--- config.mk ---
export PLATFORM = sky130hd
export DESIGN_NAME = fifo_reader
export DESIGN_NICKNAME = d
export VERILOG_FILES = /design/src/rtl/fifo_reader_pkg.sv /design/src/rtl/fifo_reader_skid.sv /design/src/rtl/fifo_reader.sv
export SDC_FILE = /design/constraint.sdc
export NUM_CORES = 1
export LEC_CHECK = 0
export BUFFER_PORTS_ARGS = -buffer_cell sky130_fd_sc_hd__buf_2
export CAP_MARGIN = 20
export CORE_MARGIN = 8
export CORE_UTILIZATION = 45
export DETAILED_ROUTE_END_ITERATION = 10
export GPL_TIMING_DRIVEN = 0
export PLACE_DENSITY = 0.71
export SYNTH_ARGS = -nofsm -noshare
export SYNTH_HDL_FRONTEND = slang
export SYNTH_SLANG_ARGS = --single-unit
--- constraint.sdc ---
create_clock -name clk -period 6.54 [get_ports clk]
set_input_delay 1.308 -clock clk [delete_from_list [all_inputs] [get_ports clk]]
set_output_delay 1.308 -clock clk [all_outputs]
set_load 0.03 [all_outputs]
--- src/rtl/fifo_reader_pkg.sv ---
// Shared definitions for the FIFO read-side engine: default widths, the word type
// and the skid-buffer depth that the read-credit check is built around.
package fifo_reader_pkg;

   localparam int FIFO_WIDTH = 16;
   localparam int CNT_WIDTH  = 16;
   localparam int SKID_DEPTH = 2;
   localparam int OCC_WIDTH  = $clog2(SKID_DEPTH + 1);

   typedef logic [FIFO_WIDTH-1:0] fifo_word_t;

endpackage

--- src/rtl/fifo_reader_skid.sv ---
// Two-entry skid buffer: slot0 is the head word, slot1 catches the word that lands
// while the head is still waiting for the consumer.
module fifo_reader_skid #(
   parameter int WIDTH = fifo_reader_pkg::FIFO_WIDTH
) (
   input  logic                                  clk,
   input  logic                                  rst,
   input  logic                                  clear,
   input  logic                                  push,
   input  logic                                  pop,
   input  logic [WIDTH-1:0]                      din,
   output logic [WIDTH-1:0]                      head,
   output logic [fifo_reader_pkg::OCC_WIDTH-1:0] occ
);
   import fifo_reader_pkg::*;

   logic [WIDTH-1:0] slot0;
   logic [WIDTH-1:0] slot1;
   logic             to_head;
   logic             shift;

   // A new word goes straight to the head when the head is free after this cycle's pop.
   assign to_head = (occ == OCC_WIDTH'(0)) || ((occ == OCC_WIDTH'(1)) && pop);
   assign shift   = pop && (occ == OCC_WIDTH'(SKID_DEPTH));
   assign head    = slot0;

   always_ff @(posedge clk or posedge rst) begin
      if (rst) begin
         occ   <= '0;
         slot0 <= '0;
         slot1 <= '0;
      end else if (clear) begin
         occ <= '0;
      end else begin
         if (push && to_head) begin
            slot0 <= din;
         end else if (shift) begin
            slot0 <= slot1;
         end
         if (push && !to_head) begin
            slot1 <= din;
         end
         occ <= occ + OCC_WIDTH'(push) - OCC_WIDTH'(pop);
      end
   end

endmodule

--- src/rtl/fifo_reader.sv ---
// Read-side engine for the sync FIFO: issues reads only when the skid buffer has room
// for every word already requested, and streams the result on a valid/ready port.
module fifo_reader #(
   parameter int FIFO_WIDTH = fifo_reader_pkg::FIFO_WIDTH,
   parameter int CNT_WIDTH  = fifo_reader_pkg::CNT_WIDTH
) (
   input  logic                  clk,
   input  logic                  rst,
   input  logic                  en,
   input  logic                  flush,
   input  logic                  fifo_empty,
   input  logic [FIFO_WIDTH-1:0] fifo_data_out,
   input  logic                  fifo_underflow,
   output logic                  fifo_rd_en,
   output logic [FIFO_WIDTH-1:0] out_data,
   output logic                  out_valid,
   input  logic                  out_ready,
   output logic [CNT_WIDTH-1:0]  rd_count,
   output logic                  err_underflow
);
   import fifo_reader_pkg::*;

   localparam logic [OCC_WIDTH:0] CREDIT_LIMIT = SKID_DEPTH[OCC_WIDTH:0];

   logic                 inflight_q;
   logic                 pop;
   logic                 push;
   logic [OCC_WIDTH-1:0] occ;
   logic [OCC_WIDTH:0]   credit_used;

   assign out_valid = (occ != '0);
   assign pop       = out_valid & out_ready;
   assign push      = inflight_q & ~flush & ~fifo_underflow;

   // Slots that will be committed after this edge: buffered + in flight - leaving now.
   assign credit_used = {1'b0, occ} + (OCC_WIDTH + 1)'(inflight_q) - (OCC_WIDTH + 1)'(pop);
   assign fifo_rd_en  = ~rst & en & ~flush & ~fifo_empty & (credit_used < CREDIT_LIMIT);

   always_ff @(posedge clk or posedge rst) begin
      if (rst) begin
         inflight_q    <= 1'b0;
         rd_count      <= '0;
         err_underflow <= 1'b0;
      end else begin
         inflight_q <= fifo_rd_en;
         if (pop) begin
            rd_count <= rd_count + CNT_WIDTH'(1);
         end
         if (inflight_q && fifo_underflow) begin
            err_underflow <= 1'b1;
         end
      end
   end

   fifo_reader_skid #(
      .WIDTH(FIFO_WIDTH)
   ) u_skid (
      .clk  (clk),
      .rst  (rst),
      .clear(flush),
      .push (push),
      .pop  (pop),
      .din  (fifo_data_out),
      .head (out_data),
      .occ  (occ)
   );

endmodule

==> metrics.md <==
| Metric | Value |
|---|---|
| Final period util | 66.9% |
| GRT Util Overall | 12.8% |
| Initial antenna violation count | 0 |
| Hold buffer count at CTS | 0 |
| Fin crit period | 4.38 ns |
| Die width | 88.0 um |
| WS Path Type | in -> out |
| Cell Pwr Density | 353 mW/mm^2 |
| # H-tree levels | 2 |
| Async SR Flop Fraction | 100% |
| Initial Util | 46.2% |
| CP arrival | 3.07 ns |
| Cells after DPL | 303 |
| Setup violators final | 0 |
| Yosys top cell area share | 55.9% |
| Vias in the first global route | 1680 |
| Syn avg cell area | 13.3 sq um |
| Cell Area, Synth | 0.00233 sq mm |
| Leakage | 1.58 nW |
| Final Instance Count excl. Fillers | 311 |
| Buffers on Ports | 57 |
| Clock buffer depth | 2 |
| Final WS setup | 2.16 ns |
| Ports | 58 |
| Commonest cells post-synth | dfrtp_1 (52), mux2_2 (16), a21o_1 (14), nand2_1 (14), xnor2_1 (13) |
| Wirelength, routed | 4470 um |
| Cell area after layout | 0.00282 sq mm |
| Net load switching power | 379 uW |
| Rel. slew slack | 58.8% |
| ANT cells | 0 |
| Placed Instance Area | 0.00272 sq mm |
| RR Endpoint | inflight_q |
| Setup TNS | 0 ns |
| Worst IR Drop VDD | 0.213 mV |
| Die area | 0.00774 sq mm |
| R2r setup slk | 4.24 ns |
| WP data required | 5.23 ns |
| WL/cell | 14.4 um |
| First-pass detailed-route iteration total | 4 |
| Worst Tran Pin Value | 0.616 ns |
| Synth Flop Type | dfrtp_1 |
| Combinational fraction of design power | 35.7% |
| FF+latch area | 0.00130 sq mm |
| Max_cap viols | 0 |
| Sw Share | 38.1% |
| Worst hold stages | 1 |
| Post-CTS Resized | 0 |
| Slowest-stage cell, CP | fa_1 |
| Fmax | 228 MHz |
| Worst-path clk slew | 0.09 ns |
| Final net count | 268 |
| Final hold vios | 0 |
| Ys Warns | 0 |
| Row cnt | 26 |
| Remaining DRCs | 0 |
| Status | completed |
| Area contributors post-synth | dfrtp_1 (56%), mux2_2 (7.7%), xnor2_1 (4.9%) |
| Hold endpoint | err_underflow |
| Yosys top cell by area | dfrtp_1 |
| First-pass GRT wire length | 7710 um |
| Crit Path Max Fanout | 7 |
| Place WS | 2.14 ns |
| Mapped Cells | 175 |
| Fillers | 440 |
| DP HPWL | 3400 um |
| RSZ-0062 raised after global routing | false |
| Post-synth EDFFs | 0 |
| Avg Vias per Cell | 4.92 |
| Crit path launch type | input pin |
| Area growth syn-to-layout | 20.9% |
| Top-count cell post-synth | dfrtp_1 |
| Worst r2r path cells | 9 |
| Clock Power Share | 19.1% |
| Clock root cell | clkbuf_8 |
| Cell-internal power | 616 uW |
| Routability cong. | 0.681 |
| Sequential Power Share | 45.2% |
| Post-CTS setup buffers | 0 |
| Crit path cell chain | buf_2 > o21ai_2 > inv_1 > ha_1 > inv_1 > nand2_1 > fa_1 > xnor2_1 > and3_1 > buf_2 |
| Reg-to-reg startpoint | u_skid.occ[1] |
| DR iter-0 viols | 59 |
| Slew Viols, Final | 0 |
| Sequential element share of the synthesized area | 55.9% |
| Worst-case clock skew | 0.00596 ns |
| Worst hold path type | reg -> reg |
| Count of cell types in the netlist | 32 |
| Clock Sink Count | 52 |
| Post-route ant nets | 0 |
| Die height | 88.0 um |
| Worst skew pair latency | 0.30 ns |
| Worst hold start | err_underflow |
| CP top delay family | adder cells |
| Vias | 1530 |
| TritonCTS Buffers | 5 |
| Buffers and inverters on the worst path | 4 |
| Post-Route Utilization | 55.9% |
| GR Overflow Total | 0 |
| Syn_nets | 203 |
| Share of cells above drive strength 1 | 44.0% |
| TritonCTS clock tree | yes |
| Multi-input logic area | 960 sq um |
| Crit-path max cell delay | 0.38 ns |
| FF+latch count, synth | 52 |
| Largest net degree at the start of global routing | 35 |
| Crit end category | output port |
| Area of the core | 0.00504 sq mm |
-- worst max-delay path by stage --
stage,from,endpoint,slack (ns),cells past startpoint
floorplan,out_ready,fifo_rd_en,2.44,8
global placement,out_ready,fifo_rd_en,2.17,10
detailed placement,out_ready,fifo_rd_en,2.14,10
CTS,out_ready,fifo_rd_en,2.14,10
global route,out_ready,fifo_rd_en,2.03,10
finish,out_ready,fifo_rd_en,2.16,10
-- power groups by stage --
stage               Combinational, mW  Sequential [mW]  Clock (mW)
finish                          0.355            0.450       0.190
detailed placement              0.363            0.457           0
global placement                0.354            0.454           0
global route                    0.389            0.463       0.207
floorplan                       0.152            0.559           0
CTS                             0.363            0.451       0.198
-- worst register-to-register path: stages (launching register included) --
cell	delay, ns
dfrtp_1	0.41
buf_4	0.18
o21ai_2	0.34
inv_1	0.15
ha_1	0.31
inv_1	0.07
nand2_1	0.07
fa_1	0.38
xnor2_1	0.13
and3_1	0.17
-- per-stage QoR --
stage | hold WS [ns] | total power [mW]
detailed placement | 0.440 | 0.819
floorplan | 0.473 | 0.711
global route | 0.497 | 1.06
finish | 0.470 | 0.995
CTS | 0.472 | 1.01
global placement | 0.441 | 0.807
-- layout make-up --
| type | count | area share [%] |
|---|---|---|
| sequential | 52 | 46.2 |
| buffer | 5 | 1.64 |
| clock inverter | 1 | 0.267 |
| timing repair buffer | 58 | 10.8 |
| multi-input combinational | 112 | 34.1 |
| clock buffer | 7 | 3.07 |
| inverter | 6 | 0.800 |
| tap | 70 | 3.11 |
-- registers in the layout, indices dropped and copies added (netlist names) --
name           cells
err_underflow      1
inflight_q         1
rd_count          16
u_skid.head       16
u_skid.occ         2
u_skid.slot1      16
-- cell usage in the layout, fill, tap and decap left out, drive strengths merged --
cell      Yosys  routed
nor3          1       1
and4          1       1
nand4         3       3
and2b         2       2
ha            4       4
xnor2        13      13
nand2        14      14
xor2          4       4
clkinvlp      0       1
mux2i         2       2
o21ai         4       4
nor2          4       4
nor4          1       1
inv           6       6
and3          4       4
nand3         3       3
clkbuf        0       7
a22o         14      14
buf           5      63
fa            1       1
nor4b         2       2
mux2         16      16
nor3b         2       2
dfrtp        52      52
or2           2       2
a21o         15      15
-- kinds of logic (layout without fill, tap and decap cells) --
kind of cell	after synthesis	count (layout)	synth area share, %
adder cells (fa/ha/maj)	5	5	3.01
multiplexers	18	18	8.59
flip-flops	52	52	55.9
XOR/XNOR	17	17	6.39
buffers and inverters	11	77	2.95
AO/OA/AOI/OAI	33	33	11.8
AND/OR/NAND/NOR	39	39	11.4
-- layer usage --
metal / track usage [%] / wire, um / up-vias / share of wire, %
met2: 20.9 / 2120 / 39 / 47
met4: 4.22 / 48 / 0 / 1.1
met3: 4.03 / 323 / 6 / 7.2
met5: 0 / 0 / - / 0
met1: 15.5 / 1980 / 739 / 44
li1: - / - / 746 / -
Note: power is estimated with default switching activity, not from simulation.
